--- config.mk ---
export PLATFORM = sky130hd
export DESIGN_NAME = sweep_sequencer
export DESIGN_NICKNAME = d
export VERILOG_FILES = /design/src/rtl/sweep_sequencer.sv
export SDC_FILE = /design/constraint.sdc
export NUM_CORES = 1
export LEC_CHECK = 0
export CAP_MARGIN = 20
export CELL_PAD_IN_SITES_DETAIL_PLACEMENT = 1
export CELL_PAD_IN_SITES_GLOBAL_PLACEMENT = 1
export CORE_ASPECT_RATIO = 1.2
export CORE_MARGIN = 2
export CORE_UTILIZATION = 34
export DETAILED_ROUTE_END_ITERATION = 16
export PLACE_DENSITY_LB_ADDON = 0.12
export SYNTH_ARGS = -nofsm -noshare
export SYNTH_HDL_FRONTEND = slang
export SYNTH_SLANG_ARGS = --single-unit
--- constraint.sdc ---
create_clock -name clk_50 -period 2.15 [get_ports clk_50]
set_input_delay 0.3225 -clock clk_50 [delete_from_list [all_inputs] [get_ports clk_50]]
set_output_delay 0.3225 -clock clk_50 [all_outputs]
set_load 0.005 [all_outputs]
--- src/rtl/sweep_sequencer.sv ---
// Switch-sweep sequencer: steps a 4-way RF switch through the enabled states,
// triggers the VNA in each and waits for its acquisition-complete edge.
//
// Optional feature (macro SWEEP_TIMEOUT_EN): acquisition watchdog in WAIT_ACQ.
//
// Ports:
//   clk_50       - clock, all logic on the rising edge
//   rst_n        - asynchronous active-low reset
//   start        - one-cycle sweep start request (ignored while busy)
//   stop         - one-cycle abort, wins over start
//   loop         - restart the sweep after completion when high
//   mask[3:0]    - enabled switch states, latched at start
//   acq_ready    - asynchronous acquisition-complete level from the VNA
//   switch_state - demanded switch position (valid while state_req is high)
//   state_req    - one-cycle new-state strobe to the switcher
//   vna_trig     - VNA trigger pulse
//   busy         - high whenever the FSM is not in IDLE
//   sweep_done   - one-cycle pulse at sweep completion
//   timeout      - one-cycle watchdog pulse (tied low without the macro)
//   sweep_count  - completed sweeps, wraps 255 -> 0

module sweep_sequencer #(
    parameter logic [27:0] SETTLE_CYCLES  = 28'd500000,
    parameter logic [7:0]  TRIG_WIDTH     = 8'd50,
    parameter logic [27:0] TIMEOUT_CYCLES = 28'd50000000
) (
    input  logic       clk_50,
    input  logic       rst_n,
    input  logic       start,
    input  logic       stop,
    input  logic       loop,
    input  logic [3:0] mask,
    input  logic       acq_ready,
    output logic [1:0] switch_state,
    output logic       state_req,
    output logic       vna_trig,
    output logic       busy,
    output logic       sweep_done,
    output logic       timeout,
    output logic [7:0] sweep_count
);

    typedef enum logic [2:0] {
        IDLE,
        SELECT,
        SETTLE,
        TRIGGER,
        WAIT_ACQ,
        NEXT
    } state_t;

    localparam logic [27:0] SETTLE_LAST = SETTLE_CYCLES - 28'd1;
    localparam logic [27:0] TRIG_LAST   = {20'd0, TRIG_WIDTH} - 28'd1;

    state_t      state;
    state_t      nstate;
    logic [3:0]  mask_q;
    logic [1:0]  idx;
    logic [27:0] cnt;
    logic        acq_s1;
    logic        acq_s2;
    logic        acq_s3;
    logic        acq_evt;
    logic [2:0]  first_in;
    logic [2:0]  first_q;
    logic [2:0]  nxt;

    // Lowest set bit of m at or above position from; bit 2 of the
    // result flags that one was found.
    function automatic logic [2:0] pick(input logic [3:0] m,
                                        input logic [2:0] from);
        logic [2:0] r;
        r = 3'b000;
        for (int i = 3; i >= 0; i--) begin
            if (m[i] && (3'(i) >= from)) begin
                r = {1'b1, 2'(i)};
            end
        end
        return r;
    endfunction

    assign first_in = pick(mask, 3'd0);
    assign first_q  = pick(mask_q, 3'd0);
    assign nxt      = pick(mask_q, {1'b0, idx} + 3'd1);

    // Two flops for metastability, a third to find the rising edge.
    always_ff @(posedge clk_50 or negedge rst_n) begin
        if (!rst_n) begin
            acq_s1 <= 1'b0;
            acq_s2 <= 1'b0;
            acq_s3 <= 1'b0;
        end else begin
            acq_s1 <= acq_ready;
            acq_s2 <= acq_s1;
            acq_s3 <= acq_s2;
        end
    end

    assign acq_evt = acq_s2 & ~acq_s3;

    // State register
    always_ff @(posedge clk_50 or negedge rst_n) begin
        if (!rst_n) begin
            state <= IDLE;
        end else begin
            state <= nstate;
        end
    end

    // Next-state logic
    always_comb begin
        nstate = state;
        if (stop) begin
            nstate = IDLE;
        end else begin
            unique case (state)
                IDLE: begin
                    if (start && (mask != 4'd0)) begin
                        nstate = SELECT;
                    end
                end
                SELECT: begin
                    nstate = SETTLE;
                end
                SETTLE: begin
                    if (cnt == SETTLE_LAST) begin
                        nstate = TRIGGER;
                    end
                end
                TRIGGER: begin
                    if (cnt == TRIG_LAST) begin
                        nstate = WAIT_ACQ;
                    end
                end
                WAIT_ACQ: begin
                    if (acq_evt) begin
                        nstate = NEXT;
`ifdef SWEEP_TIMEOUT_EN
                    end else if (cnt == TIMEOUT_CYCLES) begin
                        nstate = IDLE;
`endif
                    end
                end
                NEXT: begin
                    if (nxt[2] || loop) begin
                        nstate = SELECT;
                    end else begin
                        nstate = IDLE;
                    end
                end
                default: begin
                    nstate = IDLE;
                end
            endcase
        end
    end

    // Output decode; pulses are suppressed when stop aborts the cycle
    // so they stay consistent with the datapath, which also holds.
    always_comb begin
        busy       = (state != IDLE);
        vna_trig   = (state == TRIGGER);
        sweep_done = (state == NEXT) && !nxt[2] && !stop;
`ifdef SWEEP_TIMEOUT_EN
        timeout    = (state == WAIT_ACQ) && (cnt == TIMEOUT_CYCLES)
                     && !acq_evt && !stop;
`else
        timeout    = 1'b0;
`endif
    end

    // Datapath: latched mask, index, cycle counter and registered outputs.
    // switch_state and state_req update on the same edge so the switcher
    // sees a valid position while the strobe is high.
    always_ff @(posedge clk_50 or negedge rst_n) begin
        if (!rst_n) begin
            mask_q       <= 4'd0;
            idx          <= 2'd0;
            cnt          <= 28'd0;
            switch_state <= 2'd0;
            state_req    <= 1'b0;
            sweep_count  <= 8'd0;
        end else begin
            state_req <= 1'b0;
            if (!stop) begin
                unique case (state)
                    IDLE: begin
                        if (start && (mask != 4'd0)) begin
                            mask_q <= mask;
                            idx    <= first_in[1:0];
                        end
                    end
                    SELECT: begin
                        switch_state <= idx;
                        state_req    <= 1'b1;
                        cnt          <= 28'd0;
                    end
                    SETTLE: begin
                        cnt <= (cnt == SETTLE_LAST) ? 28'd0 : cnt + 28'd1;
                    end
                    TRIGGER: begin
                        cnt <= (cnt == TRIG_LAST) ? 28'd0 : cnt + 28'd1;
                    end
                    WAIT_ACQ: begin
                        // Saturate so an endless wait cannot wrap.
                        if (cnt != TIMEOUT_CYCLES) begin
                            cnt <= cnt + 28'd1;
                        end
                    end
                    NEXT: begin
                        if (nxt[2]) begin
                            idx <= nxt[1:0];
                        end else begin
                            sweep_count <= sweep_count + 8'd1;
                            idx         <= first_q[1:0];
                        end
                    end
                    default: begin
                    end
                endcase
            end
        end
    end

endmodule

==> out/qor.yml <==
outcome: "finished clean"
antenna_cells: 0
cts_made_buffers: 5
area_growth_pct: 26.0
ant_nets: 0
synth-edff-count: 0
dp_hpwl_um: 5330
synth_top_area_share_pct: 45.6
synth-main-ff-cell: "dfrtp_1"
period_needed_ns: 2.14
firstDrtPassIters: 4
leakage_nw: 1.52
power_density_mw_per_mm2: 628
async_reset_ff_share_pct: 100
grt_pass1_vias: 2520
syn_inst: 292
arrival_ns: 2.35
dp_cells: 435
nets: 365
power.total_mw: 2.21
setup_violations: 0
crit_type: "reg -> reg"
rsz0062_at_grt: "yes"
synth_nets: 306
end_kind: "flop"
grtUsageTotal_pct: 17.3
critPathMaxFanout: 4
avgSynthCellArea_um2: 9.59
final_cell_mix: "dfrtp_1 (51), nor2_1 (43), buf_4 (37)"
cts_root_buf: "clkbuf_8"
whs_ns: 0.375
final_max_slew_viol_count: 0
grt_pass1_wl_um: 12200
setup_tns_ns: 0
coreArea_mm2: 0.00806
grt_overflow: 0
clkLatencyLatePin_ns: 0.32
ys_top_cells_by_area: "dfrtp_1 (46%), nor2_1 (5.9%), xnor2_1 (5.0%)"
grt_max_degree: 25
drive_gt1_share_pct: 23.3
num_vias: 2354
die_x_um: 86.8
post-route-util_pct: 43.8
wl_um: 7150
required_ns: 2.36
start_util_pct: 34.7
numPortBuffers: 23
cts_tree: "built"
finalHoldViolations: 0
ir_worst_vdd_v: 0.000298
final_cells: 447
yosys.area.top_type: "dfrtp_1"
critPathLaunchType: "flop"
ys_ff_latch: 51
grt_antenna_before_repair: 0
die_height_um: 103
skew_ns: 0.0134
fmax_mhz: 468
drv_cap: 0
gp_congestion: 0.784
remaining_drc_errors: 0
num_io_pins: 25
route.detailed.wl_per_inst_um: 16.0
ys_warn_count: 0
syn-cell-area_mm2: 0.00280
rows: 36
clock_path_buffers: 2
hp-class: "reg -> reg"
clkSinkCount: 51
layout_commonest_cell: "dfrtp_1"
yosysUniqueCellTypes: 58
clk_pin_slew_ns: 0.11
period_share_pct: 99.5
cts_max_level: 2
dieArea_mm2: 0.00898
vias_per_cell: 5.27
yosysSeqAreaShare_pct: 45.6
drt-initial-drc-count: 58
[what timing repair did]
item,4_1_cts,5_1_grt
resized for setup,4,9
cloned,0,1
setup endpoints to repair,28,34
setup buffers,1,1
hold buffers,1,0
pin swaps,1,4
endpoints found under the hold margin,14,0
[Yosys cell counts (4+ instances only)]
cell       n
mux2_2     6
a21oi_1   12
buf_4      4
ha_1       4
nand3_1   11
nor4_1     5
xor2_1    14
nor3_1    10
inv_1     10
o21ai_0    8
nand2b_1   4
and3_1     4
xnor2_1   16
nand2_1   22
nand4_1   13
dfrtp_1   51
nor2_1    44
[path summary, 6_finish.rpt]
check	startpoint	to	slack, ns	depth (start not counted)
worst max register to register	cnt[9]	cnt[0]	0.01	6
worst min register to register	acq_s1	acq_s2	0.37	0
worst min-delay path	acq_s1	acq_s2	0.37	0
worst max-delay path	cnt[9]	cnt[0]	0.01	6
max in group asynchronous	rst_n	cnt[7]	1.00	3
min in group asynchronous	rst_n	state[1]	0.47	2
[worst max-delay path, cell delays in order (launching register included)]
cell     delay [ns]
dfrtp_1        0.40
or4_4          0.56
or3_4          0.39
nor4_4         0.19
or2b_4         0.20
nor2_2         0.05
mux2_4         0.25
[kinds of logic after synthesis]
logic type	after synthesis	synth area share, %
AOI/OAI and AO/OA	37	8.62
muxes	7	2.95
xor gates and xnor gates	30	9.38
buffers and inverters	21	4.11
DFF	51	45.6
and+or+nand+nor	141	27.4
adders and majority gates	4	1.79
other	1	0.134
[flip-flops by register name, indices dropped and copies added, names as in the netlist]
signal	flops
cnt	28
sweep_count	8
mask_q	4
state	3
idx	2
switch_state	2
acq_s1	1
acq_s2	1
acq_s3	1
state_req	1
[report_power, final]
part,internal (mW),total (mW),switching [mW]
clock network,0.241,0.605,0.364
registers,1.04,1.12,0.0820
logic,0.260,0.491,0.231
[per-stage QoR]
stage	setup WS, ns	cell area (um2)
floorplan	0.00583	2800
global placement	-0.0364	3350
detailed placement	-0.0609	3350
CTS	0.00238	3470
global route	-0.0702	3530
finish	0.0118	3530
[area by class of cell]
type / count / area [um2]
Clock buffer: 5 / 68.8
Tap cell: 95 / 119
Inverter: 10 / 37.5
Clock inverter: 3 / 26.3
Multi-Input combinational cell: 220 / 1450
Fill cell: 940 / 4530
Timing Repair Buffer: 63 / 553
Sequential cell: 51 / 1280
[per-layer routing]
layer | up-vias | wire length (um) | GRT usage (%)
li1 | 1134 | - | -
met1 | 1180 | 3050 | 20.6
met2 | 31 | 3810 | 32.3
met3 | 9 | 142 | 2.38
met4 | 0 | 153 | 4.93
met5 | - | 0 | 0
(Power assumes the default switching activity.)
